## src/rtl/game_flow_ctl.sv

```systemverilog
// Labyrinth game sequencer: gates held keys into one move pulse per step tick,
// keeps the position block (user_pos_ctl) in reset between rounds, counts lives
// on obstacle hits, and flags goal / game-over. Every output is registered.
module game_flow_ctl #(
  parameter int unsigned TICK_DIV       = 65000,  // clk cycles per move step (>=2)
  parameter int unsigned LIVES          = 3,      // lives at game start (1..15)
  parameter int unsigned RESPAWN_CYCLES = 1000,   // position-reset hold after a hit (>=1)
  parameter int unsigned GOAL_X         = 600,    // goal region lower x bound (inclusive)
  parameter int unsigned GOAL_Y         = 400     // goal region lower y bound (inclusive)
) (
  input  logic        clk,
  input  logic        rst,
  input  logic        start,
  input  logic [3:0]  keys_in,    // {U,D,R,L}
  input  logic        hit,
  input  logic [11:0] xpos,
  input  logic [11:0] ypos,
  output logic [3:0]  keys_out,   // {U,D,R,L}, one-hot or zero
  output logic        pos_rst,
  output logic [3:0]  lives,
  output logic [2:0]  state,
  output logic        win,
  output logic        game_over
);

  localparam int unsigned TICK_W = $clog2(TICK_DIV);
  localparam int unsigned RESP_W = (RESPAWN_CYCLES > 1) ? $clog2(RESPAWN_CYCLES) : 1;

  localparam logic [TICK_W-1:0] TICK_LAST = TICK_W'(TICK_DIV - 1);
  localparam logic [RESP_W-1:0] RESP_LAST = RESP_W'(RESPAWN_CYCLES - 1);
  localparam logic [3:0]        LIVES_INIT = 4'(LIVES);
  localparam logic [11:0]       GOAL_X_12  = 12'(GOAL_X);
  localparam logic [11:0]       GOAL_Y_12  = 12'(GOAL_Y);

  typedef enum logic [2:0] {
    S_IDLE    = 3'd0,
    S_PLAY    = 3'd1,
    S_RESPAWN = 3'd2,
    S_WIN     = 3'd3,
    S_OVER    = 3'd4
  } state_e;

  state_e            state_q, state_d;
  logic [TICK_W-1:0] tick_q, tick_d;
  logic [RESP_W-1:0] resp_q, resp_d;
  logic [3:0]        lives_q, lives_d;
  logic [3:0]        keys_q, keys_d;
  logic              pos_rst_q, pos_rst_d;
  logic              win_q, win_d;
  logic              over_q, over_d;

  logic       tick;
  logic       goal;
  logic [3:0] key_onehot;

  assign tick = (tick_q == TICK_LAST);
  assign goal = (xpos >= GOAL_X_12) && (ypos >= GOAL_Y_12);

  // Reduce held keys to a single move direction, priority U > D > R > L.
  always_comb begin
    key_onehot = 4'b0000;
    if      (keys_in[3]) key_onehot = 4'b1000;
    else if (keys_in[2]) key_onehot = 4'b0100;
    else if (keys_in[1]) key_onehot = 4'b0010;
    else if (keys_in[0]) key_onehot = 4'b0001;
  end

  // Next-state and next-output logic; outputs follow the state being entered.
  always_comb begin
    // NOTE: every signal driven here gets a default first, so no path can infer a latch.
    state_d = state_q;
    tick_d  = '0;
    resp_d  = '0;
    lives_d = lives_q;
    keys_d  = 4'b0000;

    case (state_q)
      S_IDLE: begin
        if (start) state_d = S_PLAY;
      end

      S_PLAY: begin
        // Same-cycle priority: hit, then goal, then the move tick.
        if (hit) begin
          if (lives_q <= 4'd1) begin
            lives_d = 4'd0;
            state_d = S_OVER;
          end else begin
            lives_d = lives_q - 4'd1;
            state_d = S_RESPAWN;
          end
        end else if (goal) begin
          state_d = S_WIN;
        end else begin
          keys_d = tick ? key_onehot : 4'b0000;
          tick_d = tick ? '0 : tick_q + 1'b1;
        end
      end

      S_RESPAWN: begin
        // Hit is ignored here; a level still high on return to PLAY costs another life.
        if (resp_q == RESP_LAST) state_d = S_PLAY;
        else                     resp_d  = resp_q + 1'b1;
      end

      S_WIN, S_OVER: begin
        if (start) state_d = S_IDLE;
      end

      default: state_d = S_IDLE;
    endcase

    // Lives are only ever reloaded while idle.
    if (state_d == S_IDLE) lives_d = LIVES_INIT;

    // The player stays visible at the goal in WIN; elsewhere outside PLAY it is held.
    pos_rst_d = (state_d == S_IDLE) || (state_d == S_RESPAWN) || (state_d == S_OVER);
    win_d     = (state_d == S_WIN);
    over_d    = (state_d == S_OVER);
  end

  // State and output registers with asynchronous reset to the idle/held condition.
  always_ff @(posedge clk or posedge rst) begin
    if (rst) begin
      state_q   <= S_IDLE;
      tick_q    <= '0;
      resp_q    <= '0;
      lives_q   <= LIVES_INIT;
      keys_q    <= 4'b0000;
      pos_rst_q <= 1'b1;
      win_q     <= 1'b0;
      over_q    <= 1'b0;
    end else begin
      // NOTE: non-blocking assignments so every register samples pre-edge values.
      state_q   <= state_d;
      tick_q    <= tick_d;
      resp_q    <= resp_d;
      lives_q   <= lives_d;
      keys_q    <= keys_d;
      pos_rst_q <= pos_rst_d;
      win_q     <= win_d;
      over_q    <= over_d;
    end
  end

  assign keys_out  = keys_q;
  assign pos_rst   = pos_rst_q;
  assign lives     = lives_q;
  assign state     = state_q;
  assign win       = win_q;
  assign game_over = over_q;

endmodule

```

## config.mk

```make
export PLATFORM = sky130hd
export DESIGN_NAME = game_flow_ctl
export DESIGN_NICKNAME = d
export VERILOG_FILES = /design/src/rtl/game_flow_ctl.sv
export SDC_FILE = /design/constraint.sdc
export NUM_CORES = 1
export LEC_CHECK = 0
export BUFFER_PORTS_ARGS = -buffer_cell sky130_fd_sc_hd__buf_2
export CAP_MARGIN = 30
export CORE_UTILIZATION = 40
export CTS_BUF_LIST = sky130_fd_sc_hd__clkbuf_4 sky130_fd_sc_hd__clkbuf_8
export CTS_CLUSTER_DIAMETER = 150
export DETAILED_ROUTE_END_ITERATION = 8
export RECOVER_POWER = 25
export SLEW_MARGIN = 0
export SYNTH_ARGS = -nofsm -noshare
export SYNTH_HDL_FRONTEND = slang
export SYNTH_SLANG_ARGS = --single-unit
```

## constraint.sdc

```tcl
create_clock -name clk -period 2 [get_ports clk]
set_input_delay 0.4 -clock clk [delete_from_list [all_inputs] [get_ports clk]]
set_output_delay 0.4 -clock clk [all_outputs]
set_load 0.02 [all_outputs]
```

* Yosys cells after proc, flatten, opt, wreduce, memory -nomap -nowiden
Cells that the tools add are included.
** Word-level totals
- Register bits :: 40
- Word-level logic and storage cells :: 57
- Output and inout bits :: 14
- Bits of input ports :: 32
** Operators by class
- Order comparisons :: 3
- Eq/ne operators :: 9
- Reductions and logical operators :: 9
- Add/sub/neg operators :: 3
- Multiplexer cells :: 25
** Operator list (number)
- $mux W16 :: 4
- $mux W4 :: 9
- $mux W3 :: 7
- $mux W10 :: 2
- $add A16 B1 Y16 const B :: 1
- $eq A16 B16 Y1 const B :: 1
- $eq A3 B2 Y1 const B :: 4
- $ge A12 B10 Y1 const B :: 1
- $ge A12 B9 Y1 const B :: 1
- $pmux W3 S4 :: 1
- $add A10 B1 Y10 const B :: 1
- $eq A10 B10 Y1 const B :: 1
- $eq A3 B3 Y1 const B :: 2
- $logic_not A3 Y1 :: 2
- $le A4 B1 Y1 const B :: 1
- $reduce_bool A2 Y1 :: 2
- $sub A4 B1 Y4 const B :: 1
- $eq A3 B1 Y1 const B :: 1
- $logic_or A1 B1 Y1 :: 2
- $mux W2 :: 1
- $reduce_and A2 Y1 :: 1
- $reduce_or A2 Y1 :: 1
- $logic_and A1 B1 Y1 :: 1
- $mux W1 :: 1

* Depth between registers and ports, before layout
- Depth in word-level cells :: 8
- Gate-level depth with buffers :: 7
- Mapped depth without buffers :: 7

* Worst setup path after synthesis
Ideal clock, no wire load.
- Path kind :: flip-flop to flip-flop
- Start :: register state_q[2] (netlist: state[2])
- End :: register tick_q[10]
- Arrival :: 1.720 ns
- Required time :: 1.929 ns
- Path slack :: 0.209 ns
- Setup time :: 0.071 ns
- Cell stages (with the launch flop) :: 7
- Period minus slack after synthesis :: 1.791 ns
- Buffers on the path :: 1
- Cell sequence :: dfrtp_1 nand2b_1 or3_1 a21o_1 or2_1 buf_2 nor2_1
** Between the ends
- Word-level cells in the longest chain between the ends :: 2
** Ends and longest elaborated chain
- from (decl) :: RTL line 43 : state_e state_q, state_d;
- from (signal assigned) :: RTL line 135 : state_q <= state_d;
- $eq A3 B1 Y1 :: RTL line 77 : case (state_q)
- $mux W16 :: RTL line 77
- via tick_d[10] :: RTL line 44 : logic [TICK_W-1:0] tick_q, tick_d;
- to (signal assigned) :: RTL line 136 : tick_q <= tick_d;
- to (decl) :: RTL line 44
The timed path passes the listed nets, and every way through them passes these cells.
A chain may end at the register's enable or synchronous reset.

* Final worst setup path
- Start :: register lives_q[0] (netlist: lives[0])
- End :: register lives_q[3] (netlist: lives[3])
** Between the ends
- Word-level cells in the longest chain between the ends :: 7
- Elaborated cells between the ends (all ways) :: 13
- Those cells by class :: add/sub (1); order compare (1); mux (7); reduce/logical (4)
** Ends and longest elaborated chain
- from (decl) :: RTL line 46 : logic [3:0] lives_q, lives_d;
- from (signal assigned) :: RTL line 138 : lives_q <= lives_d;
- $le A4 B1 Y1 :: RTL line 85 : if (lives_q <= 4'd1) begin
- $mux W3 :: RTL line 85
- $mux W3 :: RTL line 84 : if (hit) begin
- $pmux W3 S4 :: RTL line 77
- $logic_not A3 Y1 :: RTL line 114 : if (state_d == S_IDLE) lives_d = LIVES_INIT;
- $reduce_bool A2 Y1 (no source line)
- $reduce_and A2 Y1 (no source line)
Parallel ways exist; a longest one is shown, timed or not. The select of a mux whose other input is x is not followed.

==> impl_metrics.csv <==
group,metric,value,unit
cts,cts_inserted_buffers,5,
sta,final-setup-viol-count,0,
cts,clk_latency,290,ps
job,maxCapViolCount,0,
drt,drt_iter0_drc,43,
grt,track_usage,0.1622,
setup_path,slowest_delay,590,ps
drt,first_pass_iters,4,
placed_design,portBuffers,38,
logic_synthesis,synth_seq_area_share,0.5174,
grt,grt_pass1_wl,6437,µm
grt,antenna_found_initial,0,
sta,hold_violations,0,
cts,clk_pin_slew,70,ps
setup_path,worstSetupPathType,"reg -> reg",
logic_synthesis,syn-cell-area,1942,µm²
logic_synthesis,synth_top_cell_area_share,0.4768,
power_and_ir_drop,power_frac_clock,0.290,
setup_path,startpoint_type,"register",
setup_path,crit_family,"compound AO/OA/AOI/OAI gates",
min_path,hp-class,"in -> reg",
cts,h-tree-depth,2,
cts,cts-root-buf,"clkbuf_8",
floorplan,io_pins,46,
logic_synthesis,synth_largest_area_cell,"dfrtp_1",
setup_path,cp_num_buf_inv,0,
power_and_ir_drop,p_leak,0.001098,µW
cells_and_area,final_util,0.5272,
cells_and_area,multiInputGateArea,904.6,µm²
cts,postCtsSetupBuffers,0,
sta,layout_worst_path_cycle_share,0.9355,
cells_and_area,seq_area,1005,µm²
setup_path,end_kind,"register",
cells_and_area,nFillCells,416,
setup_path,crit_fanout,6,
floorplan,std_cell_rows,24,
sta,min_period,1871,ps
setup_path,slowest_stage,"dfstp_2",
logic_synthesis,synth_most_common_cell,"dfrtp_1",
sta,fin_tns_setup,0,ps
setup_path,crit_required,2190,ps
logic_synthesis,synthTopCellsByCount,"dfrtp_1, nor2_1, nand2_1, xor2_1, inv_1",
logic_synthesis,synthFlopType,"dfrtp_1",
setup_path,cp_cell_sequence,"ha_1, nor2_1, o31ai_1, o311a_1, o2111ai_1, nor2b_1",
setup_path,arrival,2060,ps
floorplan,core,4504,µm²
power_and_ir_drop,pwr-share-comb,0.270,
drt,routedWlPerCell,12.36,µm
logic_synthesis,synth-warning-count,0,
cts,cts_sinks,40,
logic_synthesis,synthCells,191,
sta,drv_slew,0,
logic_synthesis,synth_area_leaders,"dfrtp_1, nor2_1, xor2_1",
logic_synthesis,synth_area_per_cell,10.17,µm²
drt,antenna_left,0,
sta,clock.fmax,534.5,MHz
sta,rsz0062_at_grt,"false",
floorplan,initial_core_util,0.4311,
grt,grt-ovfl-total,0,
drt,via_count,1475,
power_and_ir_drop,powerDensity,943.8,nW/µm²
cts,cts_tree,"yes",
sta,fin_skew,5.843,ps
drt,via_per_inst,4.966,
cells_and_area,antenna_cells,0,
power_and_ir_drop,sw_frac_of_total,0.3088,
cts,cts_buffer_depth,2,
grt,grt_max_degree,41,
logic_synthesis,ys_ff_latch,40,
sta,tightest_slew,946.2,ps
logic_synthesis,synthDistinctLibCells,43,
floorplan,die_y,71.68,µm
floorplan,dieArea,5137,µm²
grt,grt_pass1_vias,1439,
drt,drc_errors,0,
cells_and_area,drive_gt1_frac,0.2490,
floorplan,die_w,71.68,µm
placed_design,gp_congestion,0.7159,
outcome,status,"completed",
drt,wl,3670,µm
power_and_ir_drop,peakVddDrop,0.0004266,V
power_and_ir_drop,switchingPower,692.1,µW
cells_and_area,nNetsFinal,280,
logic_synthesis,synth_edf_count,0,
power_and_ir_drop,power_report.internal_total,1549,µW
cells_and_area,area_growth,22.29,%
placed_design,hpwl,2714,µm
logic_synthesis,synthArstFlopShare,1.000,
sta,slew_headroom,0.3692,
power_and_ir_drop,pwr-share-seq,0.439,
logic_synthesis,synth_nets,227,
kinds of logic (layout without fill, tap and decap cells):
family | Yosys count | count (layout) | share of synthesized area
compound gates | 24 | 24 | 0.09408
xor+xnor | 19 | 19 | 0.08570
fa+ha+maj | 4 | 4 | 0.02577
buf+inv | 10 | 64 | 0.01997
flops | 40 | 40 | 0.5174
mux | 1 | 1 | 0.005155
simple gates | 93 | 93 | 0.2519
per-layer routing:
metal	part of all wire	track usage	wire length [µm]	vias up
li1	-	-	-	772
met1	0.48	0.2155	1748	686
met2	0.48	0.2505	1761	12
met3	0.030	0.05485	109	5
met4	0.014	0.05229	50	0
met5	0	0	0	-
sequential cells by signal, indices dropped and copies added (netlist names):
register and count:
resp_q 10, tick_q 16, keys_out 4, lives 4
game_over 1, state 3, pos_rst 1, win 1
what timing repair did:
item / in CTS / in global routing
endpoints found under the setup margin: 0 / 1
resized for setup: 0 / 1
hold buffers: 0 / 0
path summary, 6_finish.rpt:
path	cells past startpoint	startpoint	endpoint	slack (ps)
min reg2reg	1	resp_q[0]	resp_q[0]	470
min	2	keys_in[3]	keys_out[3]	340
max in group asynchronous	3	rst	tick_q[8]	1030
max reg2reg	6	lives[0]	lives[3]	130
max	6	lives[0]	lives[3]	130
min in group asynchronous	3	rst	resp_q[3]	380
cell type report:
| class | instances | share of cell area |
|---|---|---|
| clock buffers | 6 | 0.03214 |
| clock inverters | 2 | 0.01475 |
| inverters | 9 | 0.01423 |
| multi-input cells | 141 | 0.3809 |
| flip-flops and latches | 40 | 0.4231 |
| well taps | 52 | 0.02740 |
| repair buffers | 47 | 0.1075 |
cells in the final DEF (no fill, tap or decap), types with 2 or more instances in the layout:
| master | n |
|---|---|
| o21ai_0 | 5 |
| xor2_1 | 11 |
| nand4_1 | 3 |
| nand2_1 | 15 |
| and2_1 | 3 |
| and3_1 | 8 |
| a21oi_1 | 4 |
| buf_4 | 8 |
| clkbuf_8 | 5 |
| dfstp_2 | 3 |
| nor2b_1 | 2 |
| or3_1 | 5 |
| inv_1 | 9 |
| nand4bb_1 | 2 |
| ha_1 | 4 |
| dfrtp_1 | 37 |
| xnor2_1 | 8 |
| buf_2 | 38 |
| nand4b_1 | 2 |
| o41ai_1 | 2 |
| nor3_1 | 7 |
| o211ai_1 | 3 |
| nand3_1 | 8 |
| nor2_1 | 28 |
power groups by stage:
| stage | logic, µW | clock network [µW] | registers [µW] |
|---|---|---|---|
| finish | 606 | 651 | 984 |
| global route | 672 | 711 | 996 |
| global placement | 587 | 0 | 1000 |
| CTS | 593 | 676 | 984 |
| detailed placement | 590 | 0 | 1000 |
| floorplan | 292 | 0 | 1060 |
metrics by stage:
step / instance area [µm²] / total power [µW] / setup slack (ps) / hold WS (ps) / cells
global placement: 2260 / 1589 / 127.6 / 453.5 / 289
CTS: 2371 / 2253 / 149.1 / 226.6 / 297
detailed placement: 2260 / 1590 / 139.2 / 459.5 / 289
global route: 2375 / 2379 / 12.10 / 355.3 / 297
finish: 2375 / 2241 / 129.1 / 338.4 / 297
floorplan: 1942 / 1356 / 208.9 / 431.8 / 191
No activity file was read; power rests on OpenSTA's default activity.
